$ cat src/rtl/pq_pkg.sv
// Shared types and constants for the register-array priority queue.
// An empty slot holds KV_EMPTY so it sorts after every legal key.
package pq_pkg;

    localparam int KEY_BITS = 8;
    localparam int VAL_BITS = 8;

    typedef struct packed {
        logic [KEY_BITS-1:0] key;
        logic [VAL_BITS-1:0] val;
    } kv_t;

    localparam logic [KEY_BITS-1:0] KEYINF   = '1;
    localparam logic [VAL_BITS-1:0] VAL0     = '0;
    localparam kv_t                 KV_EMPTY = '{key: KEYINF, val: VAL0};

endpackage

$ cat src/rtl/ra_pq_reg.sv
// One priority-queue slot: a kv_t register that resets to the empty marker.
module ra_pq_reg
    import pq_pkg::*;
(
    input  logic clk,
    input  logic rst,
    input  kv_t  d,
    output kv_t  q
);

    // NOTE: every slot is reset, not just the count: the insert compare relies on
    // unused slots holding KEYINF, so stale contents would corrupt the ordering.
    // NOTE: non-blocking assignment keeps all slots updating from the same
    // pre-edge values, which the neighbour-to-neighbour shift depends on.
    always_ff @(posedge clk) begin
        if (rst) begin
            q <= KV_EMPTY;
        end else begin
            q <= d;
        end
    end

endmodule

$ cat src/rtl/ra_pq_array.sv
// Systolic-shift priority queue: DEPTH sorted slots, minimum key always in slot 0.
// Delete shifts the array down by one; insert then splices ki into the (possibly shifted) view.
module ra_pq_array
    import pq_pkg::*;
#(
    parameter  int DEPTH = 8,
    localparam int CW    = $clog2(DEPTH + 1)
) (
    input  logic          clk,
    input  logic          rst,
    input  logic          enq,
    input  kv_t           ki,
    input  logic          deq,
    output kv_t           ko,
    output logic          empty,
    output logic          full,
    output logic [CW-1:0] count
);

    kv_t              slot_q [DEPTH];
    kv_t              shf    [DEPTH];
    logic [DEPTH-1:0] lt;
    logic [CW-1:0]    count_q;
    logic [CW-1:0]    count_d;
    logic             empty_q;
    logic             full_q;
    logic             enq_eff;
    logic             deq_eff;

    // A deq frees a slot this cycle, so enq on full is accepted alongside it.
    assign enq_eff = enq & (~full_q | deq);
    assign deq_eff = deq & ~empty_q;

    always_comb begin
        for (int i = 0; i < DEPTH - 1; i++) begin
            shf[i] = deq_eff ? slot_q[i+1] : slot_q[i];
        end
        shf[DEPTH-1] = deq_eff ? KV_EMPTY : slot_q[DEPTH-1];
    end

    // Strict less-than puts a new item behind existing equal keys.
    always_comb begin
        for (int i = 0; i < DEPTH; i++) begin
            lt[i] = (ki.key < shf[i].key);
        end
    end

    for (genvar i = 0; i < DEPTH; i++) begin : g_slot
        kv_t slot_nxt;

        if (i == 0) begin : g_head
            assign slot_nxt = (enq_eff && lt[0]) ? ki : shf[0];
        end else begin : g_body
            assign slot_nxt = (enq_eff && lt[i-1]) ? shf[i-1] :
                              (enq_eff && lt[i])   ? ki        : shf[i];
        end

        ra_pq_reg u_slot (
            .clk (clk),
            .rst (rst),
            .d   (slot_nxt),
            .q   (slot_q[i])
        );
    end

    // NOTE: count_d takes its default first so no path through this block
    // leaves it unassigned, which would otherwise infer a latch.
    always_comb begin
        count_d = count_q;
        if (enq_eff && !deq_eff) begin
            count_d = count_q + 1'b1;
        end else if (!enq_eff && deq_eff) begin
            count_d = count_q - 1'b1;
        end
    end

    always_ff @(posedge clk) begin
        if (rst) begin
            count_q <= '0;
            empty_q <= 1'b1;
            full_q  <= 1'b0;
        end else begin
            count_q <= count_d;
            empty_q <= (count_d == '0);
            full_q  <= (count_d == CW'(DEPTH));
        end
    end

    assign ko    = slot_q[0];
    assign count = count_q;
    assign empty = empty_q;
    assign full  = full_q;

    a_no_keyinf_enq: assert property (@(posedge clk) disable iff (rst) enq |-> (ki.key != KEYINF));

endmodule

$ cat config.mk
export PLATFORM = sky130hd
export DESIGN_NAME = ra_pq_array
export DESIGN_NICKNAME = d
export VERILOG_FILES = /design/src/rtl/pq_pkg.sv /design/src/rtl/ra_pq_reg.sv /design/src/rtl/ra_pq_array.sv
export SDC_FILE = /design/constraint.sdc
export NUM_CORES = 1
export LEC_CHECK = 0
export CORE_MARGIN = 2
export CORE_UTILIZATION = 50
export DETAILED_ROUTE_END_ITERATION = 10
export HOLD_SLACK_MARGIN = 0.05
export PLACE_DENSITY = 0.68
export SLEW_MARGIN = 20
export SYNTH_ARGS = -nofsm -noshare
export SYNTH_HDL_FRONTEND = slang
export SYNTH_SLANG_ARGS = --single-unit
$ cat constraint.sdc
create_clock -name clk -period 4.15 [get_ports clk]
set_clock_uncertainty 0.2 [all_clocks]
set_input_delay 0.415 -clock clk [delete_from_list [all_inputs] [get_ports clk]]
set_output_delay 0.415 -clock clk [all_outputs]
set_load 0.03 [all_outputs]
**After elaboration in Yosys (flattened, before gate mapping)**

Cells that the tools add are included.

- Flip-flop bits (word level): 134
- Input port bits: 20
- Output and inout port bits: 22
- Word-level logic and storage cells: 74

- Add/sub/neg operators: 2
- Magnitude comparators: 8
- Equal/unequal tests: 1
- Mux-type cells: 25
- Bitwise gates (word level): 5
- Reduce and logical (&&, ||, !) cells: 14

Operators with widths:

| cell | number |
|---|---|
| $mux 16 | 23 |
| $lt 8x8->1 | 8 |
| $logic_and 1x1->1 | 10 |
| $mux 4 | 2 |
| $add 4x1->4 const B | 1 |
| $eq 4x4->1 const B | 1 |
| $logic_not 4->1 | 1 |
| $sub 4x1->4 const B | 1 |
| $reduce_bool 3->1 | 1 |
| $and 1x1->1 | 2 |
| $logic_not 1->1 | 2 |
| $not 1->1 | 2 |
| $or 1x1->1 | 1 |

**Depth between registers and ports, before layout**

- Depth in word-level cells: 8
- Mapped depth: 17
- Mapped depth without buffers: 11

**Hierarchy**

From an unflattened synthesis, not the netlist that was laid out.

- Cell total of the unflattened synthesis: 979
- Area, all modules: 8958.6 µm²

By module, submodules not included:

| module | instances | cells an instance | area an instance (µm²) | seq. area each (µm²) |
|---|---|---|---|---|
| ra_pq_array | 1 | 715 | 5445.2 | 120.1 |
| ra_pq_reg | 8 | 33 | 439.2 | 320.3 |

**Worst setup path after synthesis**

Ideal clock, no wire load.

- Kind: register -> register
- Start: register empty_q, in the netlist empty
- End: register g_slot[6].u_slot.q[0] in the netlist's numbering
- Setup time: 0.132 ns
- Arrival time: 3.248 ns
- Data required time: 3.818 ns
- Setup slack: 0.570 ns
- Cell stages (with the launch flop): 15
- Path buffers: 5
- Clock period less this slack: 3.580 ns
- Cells stage by stage: dfxtp_1 > nand2b_1 > buf_4 > buf_1 > mux2i_1 > ha_1 > a21oi_1 > o21ai_0 > or3_1 > clkbuf_1 > or2_1 > buf_2 > buf_2 > o211ai_1 > a21oi_1

- Longest elaborated chain between the ends: 7
- Elaborated cells on any way between the ends: 10
- Those cells by class: 2 x order compare; 4 x mux; 2 x bitwise; 2 x reduce/logical

RTL lines:

| element | RTL line | source |
|---|---|---|
| from (decl) | ra_pq_array.sv:25 | `logic empty_q;` |
| from (signal assigned) | ra_pq_array.sv:84 | `empty_q <= (count_d == '0);` |
| $not 1->1 (*) | ra_pq_array.sv:32 | `assign deq_eff = deq & ~empty_q;` |
| $and 1x1->1 (*) | ra_pq_array.sv:32 |  |
| $mux 16 | ra_pq_array.sv:36 | `shf[i] = deq_eff ? slot_q[i+1] : slot_q[i];` |
| $lt 8x8->1 | ra_pq_array.sv:44 | `lt[i] = (ki.key < shf[i].key);` |
| $logic_and 1x1->1 | ra_pq_array.sv:55 | `(enq_eff && lt[i]) ? ki : shf[i];` |
| $mux 16 | ra_pq_array.sv:55 |  |
| $mux 16 (*) | ra_pq_array.sv:54 | `assign slot_nxt = (enq_eff && lt[i-1]) ? shf[i-1] :` |
| to (signal assigned) | ra_pq_reg.sv:17 | `q <= KV_EMPTY;` |
| to (signal assigned) | ra_pq_reg.sv:19 | `q <= d;` |
| to (decl) | ra_pq_reg.sv:8 | `output kv_t q` |

Mark *: on every way between the ends. The rest lies on a longest branch, timed or not.
A chain may end at the register's enable or synchronous reset.

**Worst setup path in the final report**

- Start: input deq
- End: register g_slot[1].u_slot.q[9] in the netlist's numbering

- Longest elaborated chain between the ends: 6
- Elaborated cells on any way between the ends: 11
- Those cells by class: 2 x order compare; 4 x mux; 3 x bitwise; 2 x reduce/logical

RTL lines:

| element | RTL line | source |
|---|---|---|
| from (decl) | ra_pq_array.sv:13 | `input logic deq,` |
| $and 1x1->1 | ra_pq_array.sv:32 |  |
| $mux 16 | ra_pq_array.sv:36 |  |
| $lt 8x8->1 | ra_pq_array.sv:44 |  |
| $logic_and 1x1->1 | ra_pq_array.sv:55 |  |
| $mux 16 | ra_pq_array.sv:55 |  |
| $mux 16 (*) | ra_pq_array.sv:54 |  |
| to (signal assigned) | ra_pq_reg.sv:17 |  |
| to (signal assigned) | ra_pq_reg.sv:19 |  |
| to (decl) | ra_pq_reg.sv:8 |  |

Marked as above.

==> key figures <==
Final layout
  • Final std cells w/o fill: approximately 1300
  • Post-route cell area: 10120 µm²
  • Final core utilization: 58.10%
  • Antenna cells: 0
  • Fill cells: 1601
  • Share of post-route cells with drive strength above 1: 8.656%
  • FF+latch area: 2683 µm²
  • Area Growth Syn to Fin: 12.88%
  • Most common cell after layout, fill and taps aside: nand2_1
  • NumNets Final: 1175
  • Most frequent cells in the layout: 153 x nand2_1, 134 x dfxtp_1, 86 x nor2_1
  • Multi-input combinational cell area: 5782 µm²

Worst setup path
  • Crit Path Max Fanout: 37
  • Crit Path Category: in2reg
  • Worst path max stage delay: 0.52 ns
  • Cells along the critical path: clkdlybuf4s50_1 -> nand2b_4 -> buf_4 -> mux2i_1 -> ha_1 -> a21oi_1 -> o21ai_0 -> or3_1 -> or2_1 -> buf_4 -> and2_1 -> o31ai_1
  • Critical Path Source: deq
  • CP required: 4.28 ns
  • Setup crit start kind: input port
  • FF-to-FF Start: empty
  • WP data arrival: between 3 and 4 ns
  • Critical Path End Type: flip-flop
  • Crit-path most repeated cell: buf_4
  • Crit path max-delay cell type: clkdlybuf4s50_1

Yosys
  • Syn Nets: 1173
  • Synth async-reset ratio: 0%
  • Sequential area share after synthesis: 29.93%
  • Synth Cell Area: roughly 9000 µm²
  • Synth Instances: roughly 1100
  • Yosys reg bits: 134
  • Synth unique cells: 57
  • EDFF count, synth: 0
  • Syn avg cell area: roughly 8.2 µm²
  • Ys Warns: 0
  • Top FF cell, synth: dfxtp_1

Clock network
  • Setup bufs post-CTS: 0
  • H-tree Lvls: 4
  • # resized after CTS: 0
  • CTS tree: done
  • CTS root buf: clkbuf_16
  • Deepest clock path buffer count: 2
  • Clk pin slew, worst setup/hold paths: around 0.060 ns
  • TritonCTS buffer count: 17
  • Skew-Pair Late Insertion Delay: 0.42 ns
  • # clock sinks: around 130
  • Hold buffers post-CTS: 0

Placed design
  • Placed cell areas: between 9000 and 10000 µm²
  • RePlAce Congestion: between 0.8 and 0.9
  • Worst slack, placed: 0.2205 ns
  • IO Port Bufs: 41
  • Placed wire-length estimate: 15.43 mm
  • Placed insts: 1303

Route
  • Residual DRC: 0
  • DRT antenna net count: 0
  • Wire per inst: 16.31 µm
  • Routed WL: 21.76 mm
  • First-pass DRT Iterations: 5
  • Via density: 5.757
  • DRT iter0 DRCs: between 300 and 400
  • Routed via count: between 7000 and 8000

Outcome
  • Status: finished, final reports clean

STA
  • Minimum clock period after layout: 3.503 ns
  • Worst Slack Setup Final: 0.6471 ns
  • Pins Over Slew Limit: 0
  • RSZ-0062 raised after global routing: false
  • Least-Margin Pin Slew: 0.8885 ns
  • Hold Vio Cnt, Final: 0
  • Slew HR: 40.77%
  • Achievable frequency: ~290 MHz
  • Setup TNS: 0 ns
  • Final setup fails: 0
  • Tcrit/Tclk final: a little over four fifths

Die
  • Die area: 19010 µm²
  • Core area: approximately 17000 µm²
  • Row Count: 48
  • Die Y: 137.9 µm
  • I/O Pins: 42
  • Die width: about 140 µm
  • Starting density of the core: 51.47%

GRT
  • Global route overflow: 0
  • Antenna violations before repair: 0
  • Pin count of the biggest net entering global routing: 80
  • GRT Overall Usage: 23.86%
  • Global-route wire length before repair: about 36 mm
  • Vias in the first global route: 7218

Power
  • Cell Pwr Density: 502.4 nW/µm²
  • Worst vdd ir: 0.3680 mV
  • Leak pwr: 4.282 nW

Worst hold path
  • HP Class: reg2reg
  • Worst hold start: g_slot[0].u_slot.q[1]

Run
  • Max Cap Viol: 0
==> final timing paths <==
check	endpoint	slack [ns]	cells after the start
max	g_slot[1].u_slot.q[9]	0.65	12
min	g_slot[0].u_slot.q[1]	0.30	2
max reg2reg	g_slot[1].u_slot.q[9]	0.69	11
min reg2reg	g_slot[0].u_slot.q[1]	0.30	2
==> cell families (layout without fill, tap and decap cells) <==
logic type                 count (synthesis)  after routing  synth area share [%]
adders and majority gates                 58             58                 8.096
and+or+nand+nor                          392            392                 21.18
buffers and inverters                    111            125                 5.653
xor gates and xnor gates                   2              2                0.1955
DFF                                      134            134                 29.93
AOI/OAI and AO/OA                        311            311                 25.21
muxes                                     87             87                 9.743
==> report_power, final <==
| part | switching (W) | internal [W] | total (W) |
|---|---|---|---|
| sequential | 0.000159 | 0.00154 | 0.00170 |
| combinational | 0.00111 | 0.000809 | 0.00191 |
| clock | 0.000562 | 0.000908 | 0.00147 |
| total | 0.00183 | 0.00326 | 0.00508 |
==> area by class of cell <==
cell class	instances	share of cell area (%)
Timing Repair Buffer	84	7.592
Tap cell	225	2.782
Clock inverter	9	1.014
Clock buffer	22	4.588
Sequential cell	134	26.51
Multi-Input combinational cell	850	57.14
Inverter	10	0.3710
==> synthesized netlist by cell type (4+ instances only) <==
cell type | count | share of area, %
nand2_1 | 153 | 6.4
dfxtp_1 | 134 | 30
nor2_1 | 86 | 3.6
mux2i_1 | 85 | 9.5
a21oi_1 | 79 | 4.4
or3_1 | 65 | 4.5
o211ai_1 | 64 | 5.4
ha_1 | 58 | 8.1
clkbuf_1 | 53 | 2.2
o21ai_0 | 43 | 2.4
buf_2 | 36 | 2.0
a311o_1 | 35 | 3.9
a21o_1 | 32 | 2.7
nand3b_1 | 23 | 1.9
and2_1 | 15 | 1.0
nand3_1 | 12 | 0.67
inv_1 | 10 | 0.42
a311oi_1 | 9 | 0.88
a311oi_2 | 8 | 1.3
a31o_1 | 8 | 0.78
o21bai_1 | 8 | 0.67
nand2b_1 | 7 | 0.49
buf_4 | 6 | 0.50
nand4_1 | 6 | 0.42
or2_1 | 6 | 0.42
o21ai_1 | 5 | 0.28
o31ai_1 | 5 | 0.42
o31ai_2 | 4 | 0.56
==> metal layers <==
layer  GRT usage [%]  wire length (µm)
met5               0                 0
met4           6.803               183
met3           3.326               795
met2           38.86              9820
met1           32.96             10960
==> worst max-delay path, delay by kind of cell <==
| kind | cells | cell delay, ns |
|---|---|---|
| compound gates | 3 | 0.45 |
| fa+ha+maj | 1 | 0.29 |
| buf+inv | 3 | 1.06 |
| mux | 1 | 0.30 |
| simple gates | 4 | 1.12 |
==> sequential cells by signal (all words and copies together) (netlist names) <==
signal / count
count: 4
empty: 1
full: 1
g_slot.u_slot.q: 128
==> per-stage QoR <==
step / hold WS [ns] / total power (W)
3_3_place_gp: 0.2949 / 0.003581
2_1_floorplan: 0.2767 / 0.003165
3_5_place_dp: 0.2974 / 0.003625
6_report: 0.3028 / 0.005083
5_1_grt: 0.3217 / 0.005425
4_1_cts: 0.3074 / 0.005101
No activity file was read; power rests on OpenSTA's default activity.
